### src/rtl/mrd_pack_pkg.sv
// Shared types and constants for the 4-lane sink packer feeding the
// mixed-radix DFT core.
package mrd_pack_pkg;

    localparam int DW = 18;   // sample real/imag width
    localparam int NL = 4;    // lanes per packed word
    localparam int SW = 6;    // DFT size code width

    // One packed word as held in the output buffer; lane 0 is the earliest sample.
    typedef struct packed {
        logic [NL-1:0][DW-1:0] re;
        logic [NL-1:0][DW-1:0] im;
        logic                  sop;
        logic                  eop;
        logic [SW-1:0]         size;
    } pack_word_t;

    typedef enum logic [0:0] {
        IDLE = 1'b0,
        FILL = 1'b1
    } pack_state_e;

endpackage

### src/rtl/mrd_pack_fifo.sv
// Small FIFO of packed words with registered empty/full flags.
// Reads are from the head entry directly, so the head stays stable until popped.
module mrd_pack_fifo
    import mrd_pack_pkg::*;
#(
    parameter int DEPTH = 2
) (
    input  logic       clk,
    input  logic       rst_n,
    input  logic       push_i,
    input  pack_word_t wr_data_i,
    input  logic       pop_i,
    output pack_word_t rd_data_o,
    output logic       empty_o,
    output logic       full_o
);

    localparam int AW = (DEPTH > 1) ? $clog2(DEPTH) : 1;
    localparam int CW = $clog2(DEPTH + 1);

    pack_word_t    mem_q [DEPTH];
    logic [AW-1:0] wr_ptr_q, wr_ptr_d;
    logic [AW-1:0] rd_ptr_q, rd_ptr_d;
    logic [CW-1:0] cnt_q, cnt_d;
    logic          empty_q, full_q;
    logic          do_push_s, do_pop_s;

    // Pointer advance with wrap at the last entry.
    function automatic logic [AW-1:0] ptr_inc(input logic [AW-1:0] p);
        if (p == AW'(DEPTH - 1)) begin
            return {AW{1'b0}};
        end else begin
            return p + AW'(1);
        end
    endfunction

    // Next-state for pointers and occupancy; overflow/underflow requests are ignored.
    always_comb begin
        do_push_s = push_i & ~full_q;
        do_pop_s  = pop_i & ~empty_q;
        wr_ptr_d  = wr_ptr_q;
        rd_ptr_d  = rd_ptr_q;
        cnt_d     = cnt_q;
        if (do_push_s) begin
            wr_ptr_d = ptr_inc(wr_ptr_q);
        end else begin
            wr_ptr_d = wr_ptr_q;
        end
        if (do_pop_s) begin
            rd_ptr_d = ptr_inc(rd_ptr_q);
        end else begin
            rd_ptr_d = rd_ptr_q;
        end
        case ({do_push_s, do_pop_s})
            2'b10:   cnt_d = cnt_q + CW'(1);
            2'b01:   cnt_d = cnt_q - CW'(1);
            default: cnt_d = cnt_q;
        endcase
    end

    // Pointer, count and flag registers.
    always_ff @(posedge clk or negedge rst_n) begin
        if (!rst_n) begin
            wr_ptr_q <= {AW{1'b0}};
            rd_ptr_q <= {AW{1'b0}};
            cnt_q    <= {CW{1'b0}};
            empty_q  <= 1'b1;
            full_q   <= 1'b0;
        end else begin
            wr_ptr_q <= wr_ptr_d;
            rd_ptr_q <= rd_ptr_d;
            cnt_q    <= cnt_d;
            empty_q  <= (cnt_d == {CW{1'b0}});
            full_q   <= (cnt_d == CW'(DEPTH));
        end
    end

    // Storage; cleared on reset so the idle output lanes read as zero.
    always_ff @(posedge clk or negedge rst_n) begin
        if (!rst_n) begin
            for (int i = 0; i < DEPTH; i++) begin
                mem_q[i] <= '0;
            end
        end else if (do_push_s) begin
            mem_q[wr_ptr_q] <= wr_data_i;
        end else begin
            mem_q[wr_ptr_q] <= mem_q[wr_ptr_q];
        end
    end

    assign rd_data_o = mem_q[rd_ptr_q];
    assign empty_o   = empty_q;
    assign full_o    = full_q;

endmodule

### src/rtl/mrd_sink_pack_p4.sv
// Serial-to-4-lane packer in front of the mixed-radix DFT core sink port.
// Optional statistics counters are enabled with `define MRD_SINK_PACK_STAT_EN.
module mrd_sink_pack_p4
    import mrd_pack_pkg::*;
#(
    parameter int BUF_DEPTH = 2
) (
    input  logic          clk,
    input  logic          rst_n,
    input  logic          in_valid,
    output logic          in_ready,
    input  logic          in_sop,
    input  logic          in_eop,
    input  logic [DW-1:0] in_real,
    input  logic [DW-1:0] in_imag,
    input  logic [SW-1:0] in_size,
    output logic          out_valid,
    input  logic          out_ready,
    output logic          out_sop,
    output logic          out_eop,
    output logic [DW-1:0] out_real [0:NL-1],
    output logic [DW-1:0] out_imag [0:NL-1],
    output logic [SW-1:0] out_size,
`ifdef MRD_SINK_PACK_STAT_EN
    output logic [15:0]   frame_cnt,
    output logic [7:0]    err_cnt,
`endif
    output logic          err_pulse
);

    pack_state_e           state_q, state_d;
    logic [1:0]            cnt_q, cnt_d;
    logic [NL-1:0][DW-1:0] re_q, re_d, im_q, im_d;
    logic [NL-1:0][DW-1:0] lane_re_s, lane_im_s;
    logic                  psop_q, psop_d;
    logic [SW-1:0]         size_q, size_d;
    logic                  err_q, err_d;
    logic                  rdy_q;
    logic                  beat_s, push_s, pop_s;
    logic                  empty_s, full_s;
    pack_word_t            word_s, head_s;

    assign beat_s = in_valid & in_ready;
    assign pop_s  = out_valid & out_ready;

    // Framing FSM: assembles lanes, decides pushes and flags framing errors.
    always_comb begin
        state_d   = state_q;
        cnt_d     = cnt_q;
        re_d      = re_q;
        im_d      = im_q;
        psop_d    = psop_q;
        size_d    = size_q;
        err_d     = 1'b0;
        push_s    = 1'b0;
        word_s    = '0;
        lane_re_s = re_q;
        lane_im_s = im_q;
        if (beat_s) begin
            if (in_sop) begin
                // A sop always restarts at lane 0; any partial word is dropped.
                lane_re_s    = '0;
                lane_im_s    = '0;
                lane_re_s[0] = in_real;
                lane_im_s[0] = in_imag;
                size_d       = in_size;
                err_d        = (state_q == FILL) | in_eop;
                if (in_eop) begin
                    push_s      = 1'b1;
                    word_s.re   = lane_re_s;
                    word_s.im   = lane_im_s;
                    word_s.sop  = 1'b1;
                    word_s.eop  = 1'b1;
                    word_s.size = in_size;
                    re_d        = '0;
                    im_d        = '0;
                    psop_d      = 1'b0;
                    cnt_d       = 2'd0;
                    state_d     = IDLE;
                end else begin
                    re_d    = lane_re_s;
                    im_d    = lane_im_s;
                    psop_d  = 1'b1;
                    cnt_d   = 2'd1;
                    state_d = FILL;
                end
            end else if (state_q == FILL) begin
                lane_re_s[cnt_q] = in_real;
                lane_im_s[cnt_q] = in_imag;
                if (in_eop || (cnt_q == 2'd3)) begin
                    push_s      = 1'b1;
                    word_s.re   = lane_re_s;
                    word_s.im   = lane_im_s;
                    word_s.sop  = psop_q;
                    word_s.eop  = in_eop;
                    word_s.size = size_q;
                    re_d        = '0;
                    im_d        = '0;
                    psop_d      = 1'b0;
                    cnt_d       = 2'd0;
                    if (in_eop) begin
                        // Frame length not a multiple of 4 is a pad error.
                        state_d = IDLE;
                        err_d   = (cnt_q != 2'd3);
                    end else begin
                        state_d = FILL;
                    end
                end else begin
                    re_d  = lane_re_s;
                    im_d  = lane_im_s;
                    cnt_d = cnt_q + 2'd1;
                end
            end else begin
                // Sample outside any frame is dropped.
                err_d = 1'b1;
            end
        end else begin
            push_s = 1'b0;
        end
    end

    // Framing state, lane buffer, size latch and error pulse registers.
    always_ff @(posedge clk or negedge rst_n) begin
        if (!rst_n) begin
            state_q <= IDLE;
            cnt_q   <= 2'd0;
            re_q    <= '0;
            im_q    <= '0;
            psop_q  <= 1'b0;
            size_q  <= {SW{1'b0}};
            err_q   <= 1'b0;
            rdy_q   <= 1'b0;
        end else begin
            state_q <= state_d;
            cnt_q   <= cnt_d;
            re_q    <= re_d;
            im_q    <= im_d;
            psop_q  <= psop_d;
            size_q  <= size_d;
            err_q   <= err_d;
            rdy_q   <= 1'b1;
        end
    end

    mrd_pack_fifo #(
        .DEPTH (BUF_DEPTH)
    ) u_fifo (
        .clk       (clk),
        .rst_n     (rst_n),
        .push_i    (push_s),
        .wr_data_i (word_s),
        .pop_i     (pop_s),
        .rd_data_o (head_s),
        .empty_o   (empty_s),
        .full_o    (full_s)
    );

    assign in_ready  = rdy_q & ~full_s;
    assign out_valid = ~empty_s;
    assign out_sop   = head_s.sop;
    assign out_eop   = head_s.eop;
    assign out_size  = size_q;
    assign err_pulse = err_q;

    // Unpack the head word onto the lane arrays.
    always_comb begin
        for (int i = 0; i < NL; i++) begin
            out_real[i] = head_s.re[i];
            out_imag[i] = head_s.im[i];
        end
    end

`ifdef MRD_SINK_PACK_STAT_EN
    logic [15:0] frame_cnt_q;
    logic [7:0]  err_cnt_q;

    // Completed-frame counter (wrapping) and saturating error counter.
    always_ff @(posedge clk or negedge rst_n) begin
        if (!rst_n) begin
            frame_cnt_q <= 16'd0;
            err_cnt_q   <= 8'd0;
        end else begin
            if (pop_s && head_s.eop) begin
                frame_cnt_q <= frame_cnt_q + 16'd1;
            end else begin
                frame_cnt_q <= frame_cnt_q;
            end
            if (err_q && (err_cnt_q != 8'hFF)) begin
                err_cnt_q <= err_cnt_q + 8'd1;
            end else begin
                err_cnt_q <= err_cnt_q;
            end
        end
    end

    assign frame_cnt = frame_cnt_q;
    assign err_cnt   = err_cnt_q;
`endif

endmodule

### config.mk
export PLATFORM = sky130hd
export DESIGN_NAME = mrd_sink_pack_p4
export DESIGN_NICKNAME = d
export VERILOG_FILES = /design/src/rtl/mrd_pack_pkg.sv /design/src/rtl/mrd_pack_fifo.sv /design/src/rtl/mrd_sink_pack_p4.sv
export SDC_FILE = /design/constraint.sdc
export NUM_CORES = 1
export LEC_CHECK = 0
export ABC_AREA = 1
export BUFFER_PORTS_ARGS = -buffer_cell sky130_fd_sc_hd__buf_4
export CAP_MARGIN = 20
export CORE_MARGIN = 5
export CORE_UTILIZATION = 45
export CTS_CLUSTER_SIZE = 14
export DETAILED_ROUTE_END_ITERATION = 16
export GPL_ROUTABILITY_DRIVEN = 0
export SYNTH_ARGS = -nofsm -noshare
export SYNTH_HDL_FRONTEND = slang
export SYNTH_SLANG_ARGS = --single-unit
### constraint.sdc
create_clock -name clk -period 4.04 [get_ports clk]
set_clock_uncertainty 0.1 [all_clocks]
set_input_delay 0.202 -clock clk [delete_from_list [all_inputs] [get_ports clk]]
set_output_delay 0.202 -clock clk [all_outputs]
set_load 0.01 [all_outputs]
==> results of run 1 <==
final timing paths:
check	start	end	slack [ns]	depth (start not counted)
min	in_valid	err_pulse	0.07	3
max reg2reg	u_fifo.full_o	out_size[1]	0.91	8
min in group asynchronous	rst_n	u_fifo.mem_q[89]	0.18	2
max in group asynchronous	rst_n	im_q[25]	2.56	3
min reg2reg	u_fifo.mem_q[121]	u_fifo.mem_q[121]	0.37	2
max	u_fifo.rd_ptr_q	out_imag[38]	0.85	3
registers in the layout, indices dropped and copies added (netlist names):
signal	count
err_pulse	1
re_q	72
state_q	1
rdy_q	1
u_fifo.empty_o	1
psop_q	1
cnt_q	2
out_size	6
im_q	72
u_fifo.mem_q	292
u_fifo.full_o	1
u_fifo.wr_ptr_q	1
u_fifo.cnt_q	2
u_fifo.rd_ptr_q	1
repair_timing:
action                                 4_1_cts  5_1_grt
resized for setup                            0        0
endpoints found under the hold margin      321        0
hold buffers                                57        0
placed cells by master, fill, tap and decap left out, types with 3 or more instances in the layout:
master | netlist | final
o21ai_0 | 4 | 4
clkbuf_1 | 132 | 18
nor2_1 | 113 | 111
nand3_1 | 199 | 199
clkbuf_16 | 0 | 53
a31oi_1 | 36 | 36
inv_6 | 0 | 4
buf_12 | 0 | 11
dfrtp_1 | 453 | 451
buf_4 | 2 | 225
inv_1 | 17 | 16
nand4_1 | 218 | 218
nor2_4 | 0 | 4
ha_1 | 5 | 3
dlygate4sd3_1 | 0 | 57
clkinv_2 | 0 | 4
a21oi_1 | 3 | 3
nand2_1 | 1842 | 1842
clkinv_1 | 3 | 3
clkbuf_8 | 0 | 10
kinds of logic (layout without fill, tap and decap cells):
family,count (synthesis),after routing,synth area share
buffers and inverters,263,409,0.04873
other,1,2,0.0001662
adders and majority gates,5,5,0.002772
xor gates and xnor gates,2,2,0.0007763
DFF,454,454,0.5035
AOI/OAI and AO/OA,45,45,0.01214
and+or+nand+nor,2379,2379,0.4319
worst register-to-register path, delay by kind of cell (launching register included):
family	cells	cell delay, ns
buffers and inverters	5	2.11
flip-flops	1	0.36
AND/OR/NAND/NOR	3	0.51
per-layer routing:
metal	GRT usage	vias to the layer above	routed length, um
li1	-	10246	-
met1	0.3681	10327	32150
met2	0.4212	742	33610
met3	0.05703	114	5486
met4	0.07396	0	1830
met5	0	-	0
report_power, final:
group          total, mW  internal, mW  switching [mW]  leakage [nW]
registers           6.20          5.51           0.692          6.07
logic               5.65          1.70            3.95          8.05
clock network       4.47          2.58            1.89         0.768
total               16.3          9.78            6.53          14.9
final cells by class:
class                           count  area (sq um)
Fill cell                        4722         23260
Sequential cell                   454         11370
Multi-Input combinational cell   2432         10140
Timing Repair Buffer              296          2550
Clock buffer                       81          1531
Tap cell                          672         840.8
Inverter                           26         120.1
Clock inverter                      6         38.79
Antenna cell                        1         2.502
through the flow:
stage | std cells | utilization | cell area (sq um)
after floorplan | 3149 | - | 22570
after global placement | 3821 | 0.4893 | 24400
after detailed placement | 3823 | 0.4904 | 24450
after CTS | 3967 | 0.5334 | 26600
after global routing | 3968 | 0.5334 | 26600
final | 3968 | 0.5334 | 26600
==> out/qor.csv, run 1 <==
metric;value;unit
hold slack;0.06957;ns
Distinct cells, synth;26;
FFs w/ async S/R, synth;1.000;
setup_tns;0;ns
Pwr Total;16.32;mW
clk buf depth;3;
Syn Inst Count;3149;
Post-Syn Nets;3202;
Max stage delay cell, worst path;buf_4;
first-pass GRT wire length;115.6;mm
final slew viol count;0;
setup bufs post-CTS;0;
leading area contributor after synthesis;dfrtp_1;
CP dominant cell by count;buf_4;
Core Area;49860;sq um
mean area per synthesized cell;7.167;sq um
Req. time, crit path;3.74;ns
type of the worst setup path;flip-flop to output port;
vias in the first global route;20743;
TritonCTS Buffers;51;
CTS tree;yes;
Area growth, synth to finish;17.86;%
root buf cell;clkbuf_16;
die width;233.9;um
post-synthesis instance area;22570;sq um
Top Family by Delay on Critical Path;buffers and inverters;
DR pass1 iterations;5;
Detailed Route WL;73.08;mm
clock sink count;454;
effective utilization at floorplan;0.4526;
Worst VDD drop;0.0006491;V
Max-Cap Viols;0;
fmax;313.6;MHz
top area cells in the synthesized netlist;dfrtp_1 (50%), nand2_1 (31%), nand4_1 (6.0%), nand3_1 (4.4%), clkbuf_1 (2.2%);
initial antenna violation count;1;
io pins;203;
Crit path arrival time;2.89;ns
Nets;3314;
Pwr per Cell Area;613.4;nW/um^2
RSZ-0062 raised after global routing;no;
Slew HR;0.3111;
Post-synth top cells;nand2_1 (1842), dfrtp_1 (453), nand4_1 (218);
clk slew on worst S/H paths;0.06;ns
pin count of the biggest net entering global routing;225;
minimum clock period;3.189;ns
worst path cell trace;buf_4 -> o21ai_0 -> buf_4;
post-route ant nets;0;
Die H;233.9;um
Leak Pwr;14.89;nW
min setup slack post-route;0.8507;ns
worst-skew pair later-pin latency;0.59;ns
total die area;54730;sq um
crit path max fanout;71;
row count;82;
fin crit share;0.7894;
I/O Buffers;202;
dpl ws;1.185;ns
flops & latches, synth;454;
register area share after synthesis;0.5035;
Synth warnings;0;
starting DRC count in detailed routing;1934;
grt total ovfl;0;
status;completed;
Overall Global Routing Usage;0.2643;
DP HPWL;41.38;mm
crit end category;output port;
CP peak stage delay;0.82;ns
hold violation total from the final report;0;
routed via count;21429;
crit start category;flip-flop;
drt wl/cell;18.42;um
Post-synth EDFFs;0;
DRC violations left;0;
share of layout cells above drive strength 1;0.09985;
Max H-tree Level;2;
Tightest Pin Transition;1.033;ns
most frequent cell after synthesis;nand2_1;
ys flop type;dfrtp_1;
Vias/cell;5.400;
HP Class;input port to flip-flop;
Yosys top cell area share;0.5023;
Final setup viols;0;
Bufs and invs on worst path;2;
Note: power is estimated with default switching activity, not from simulation.
==> run 2: changes to the inputs <==
Settings changed: ABC_AREA 1 to 0, PLACE_DENSITY from default to 0.66.
Clock period 4.04 ns to 2.6 ns, I/O delays scaled along.
==> run 2 against run 1 <==
Net effect: global-route usage is 4.6 points lower; cell count shrank 34%; core utilization grew 2.1 points; non-clock buffer count unchanged; critical endpoint is now u_fifo.full_o.
==> out/qor.csv, run 2 <==
metric;value;unit
Syn Inst Count;1786;
setup_tns;0;ns
vias in the first global route;14515;
top area cells in the synthesized netlist;dfrtp_1 (57%), mux2_2 (15%), nand2_1 (7.7%), o21ai_0 (7.1%), a22o_1 (4.8%);
post-synthesis instance area;19820;sq um
largest family of logic cells by synthesized area;multiplexers;
Slew HR;0.4030;
type of the worst setup path;flip-flop to flip-flop;
hold violation total from the final report;0;
clk buf depth;3;
WL met3;2.860;mm
initial antenna violation count;1;
status;completed;
minimum clock period;2.402;ns
Leak Pwr;11.29;nW
flops & latches, synth;454;
Req. time, crit path;3.01;ns
total die area;48340;sq um
Area growth, synth to finish;21.38;%
commonest non-fill, non-tap cell in the layout;dfrtp_1;
final slew viol count;0;
effective utilization at floorplan;0.4571;
clock sink count;454;
Diodes inserted;0;
Synth warnings;0;
Post-Syn Nets;1839;
DR pass1 iterations;5;
drt wl/cell;20.08;um
Nets;2047;
DRC violations left;0;
RSZ-0062 raised after global routing;no;
FFs w/ async S/R, synth;1.000;
crit start category;flip-flop;
Tightest Pin Transition;0.8945;ns
Die H;219.9;um
clk slew on worst S/H paths;0.06;ns
Max-Cap Viols;0;
crit path max fanout;9;
most frequent cell after synthesis;dfrtp_1;
starting DRC count in detailed routing;1011;
Yosys top cell area share;0.5720;
Vias/cell;5.402;
die width;219.9;um
mean area per synthesized cell;11.10;sq um
fin crit share;0.9238;
post-route ant nets;0;
Pwr per Cell Area;779.5;nW/um^2
TritonCTS Buffers;48;
CTS tree;yes;
Overall Global Routing Usage;0.2182;
leading area contributor after synthesis;dfrtp_1;
row count;76;
crit end category;flip-flop;
top flop regs;u_fifo.mem_q: 292 flops, im_q: 72 flops, re_q: 72 flops;
post-synthesis mux area share;0.1477;
number of gates resized after cts;0;
routed wl met2;26.21;mm
max reg flops;292;
Detailed Route WL;52.50;mm
area fraction in and, or, nand and nor cells after synthesis;0.09602;
Top Metal Used;met5;
ys flop type;dfrtp_1;
routed via count;14125;
Post-synth EDFFs;0;
fmax;416.3;MHz
Final setup viols;0;
hold slack;0.01493;ns
DP HPWL;33.69;mm
HP Class;input port to async pin;
Post-synth top cells;dfrtp_1 (453), nand2_1 (406), o21ai_0 (282);
root buf cell;clkbuf_16;
Max H-tree Level;2;
I/O Buffers;202;
DRT met1 WL;22.62;mm
synthesized-area fraction occupied by adder cells;0.003157;
worst-skew pair later-pin latency;0.58;ns
most frequent cells in the layout;dfrtp_1 (452), nand2_1 (406), o21ai_0 (282);
share of layout cells above drive strength 1;0.2936;
Core Area;43360;sq um
grt total ovfl;0;
Worst VDD drop;0.0004402;V
post-synthesis xor/xnor area fraction;0.002652;
Crit path arrival time;2.81;ns
pin count of the biggest net entering global routing;99;
Distinct cells, synth;40;
post-synthesis compound-gate area fraction;0.1418;
setup bufs post-CTS;0;
first-pass GRT wire length;82.91;mm
register area share after synthesis;0.5733;
io pins;203;
Biggest register;u_fifo.mem_q;
-- run 2: cell count changes after synthesis, moves of 67 or more --
cell / previous run / this run
nor2_1: 113 / 4
nand4_1: 218 / 0
mux2_2: 0 / 260
o21ai_0: 4 / 282
a22o_1: 0 / 108
nand2_1: 1842 / 406
nand3_1: 199 / 1
clkbuf_1: 132 / 65
-- run 2: cell type report --
class                           instances  area (sq um)
Inverter                                5         18.77
Clock buffer                           74          1420
Sequential cell                       454         11370
Tap cell                              585         732.0
Timing Repair Buffer                  296          2585
Clock inverter                         12         123.9
Multi-Input combinational cell       1189          7811
Fill cell                            3726         19300
-- run 2: final timing paths --
path                                   from           endpoint  slack (ns)  cells past startpoint
max                           u_fifo.full_o      u_fifo.full_o        0.20                      7
min                                   rst_n   u_fifo.mem_q[36]        0.01                      2
max reg2reg                   u_fifo.full_o      u_fifo.full_o        0.20                      7
min reg2reg                u_fifo.mem_q[63]   u_fifo.mem_q[63]        0.37                      2
max in group asynchronous             rst_n  u_fifo.mem_q[245]        1.47                      3
min in group clk                 in_size[1]        out_size[1]        0.24                      3
-- run 2: per-stage QoR --
| stage | total power, mW | worst slack [ns] | utilization | std cells | area, sq um |
|---|---|---|---|---|---|
| CTS | 18.93 | 0.1566 | 0.5548 | 2615 | 24060 |
| detailed placement | 12.08 | 0.1682 | 0.5083 | 2482 | 22040 |
| finish | 18.75 | 0.1980 | 0.5548 | 2615 | 24060 |
| global route | 19.55 | 0.007637 | 0.5548 | 2615 | 24060 |
| global placement | 12.01 | 0.2771 | 0.5083 | 2482 | 22040 |
| floorplan | 10.67 | 0.5745 | - | 1786 | 19820 |
-- run 2: routing by layer --
| metal | track usage | up-vias |
|---|---|---|
| met1 | 0.2960 | 7076 |
| met5 | 0 | - |
| li1 | - | 6617 |
| met4 | 0.04910 | 2 |
| met3 | 0.03847 | 57 |
| met2 | 0.3700 | 373 |
-- run 2: cells by family after synthesis --
| logic type | after synthesis |
|---|---|
| and+or+nand+nor | 463 |
| AOI/OAI and AO/OA | 454 |
| DFF | 454 |
| muxes | 260 |
| buffers and inverters | 143 |
| xor gates and xnor gates | 6 |
| adders and majority gates | 5 |
| other | 1 |
-- run 2: power by group --
| part | internal, mW | switching, mW |
|---|---|---|
| clock network | 3.95 | 2.78 |
| logic | 1.85 | 2.03 |
| registers | 7.70 | 0.434 |
-- run 2: what timing repair did --
| action | CTS | global route |
|---|---|---|
| endpoints found under the setup margin | 0 | 0 |
| hold buffers | 47 | 0 |
| hold endpoints to repair | 698 | 0 |
-- run 2: critical path, stage by stage, from the launching register on --
cell and delay (ns):
dfrtp_1 0.39, and3b_1 0.35, and2_1 0.38, o21ai_0 0.23
ha_1 0.35, nor2_1 0.13, xor2_1 0.23, nor2b_1 0.17
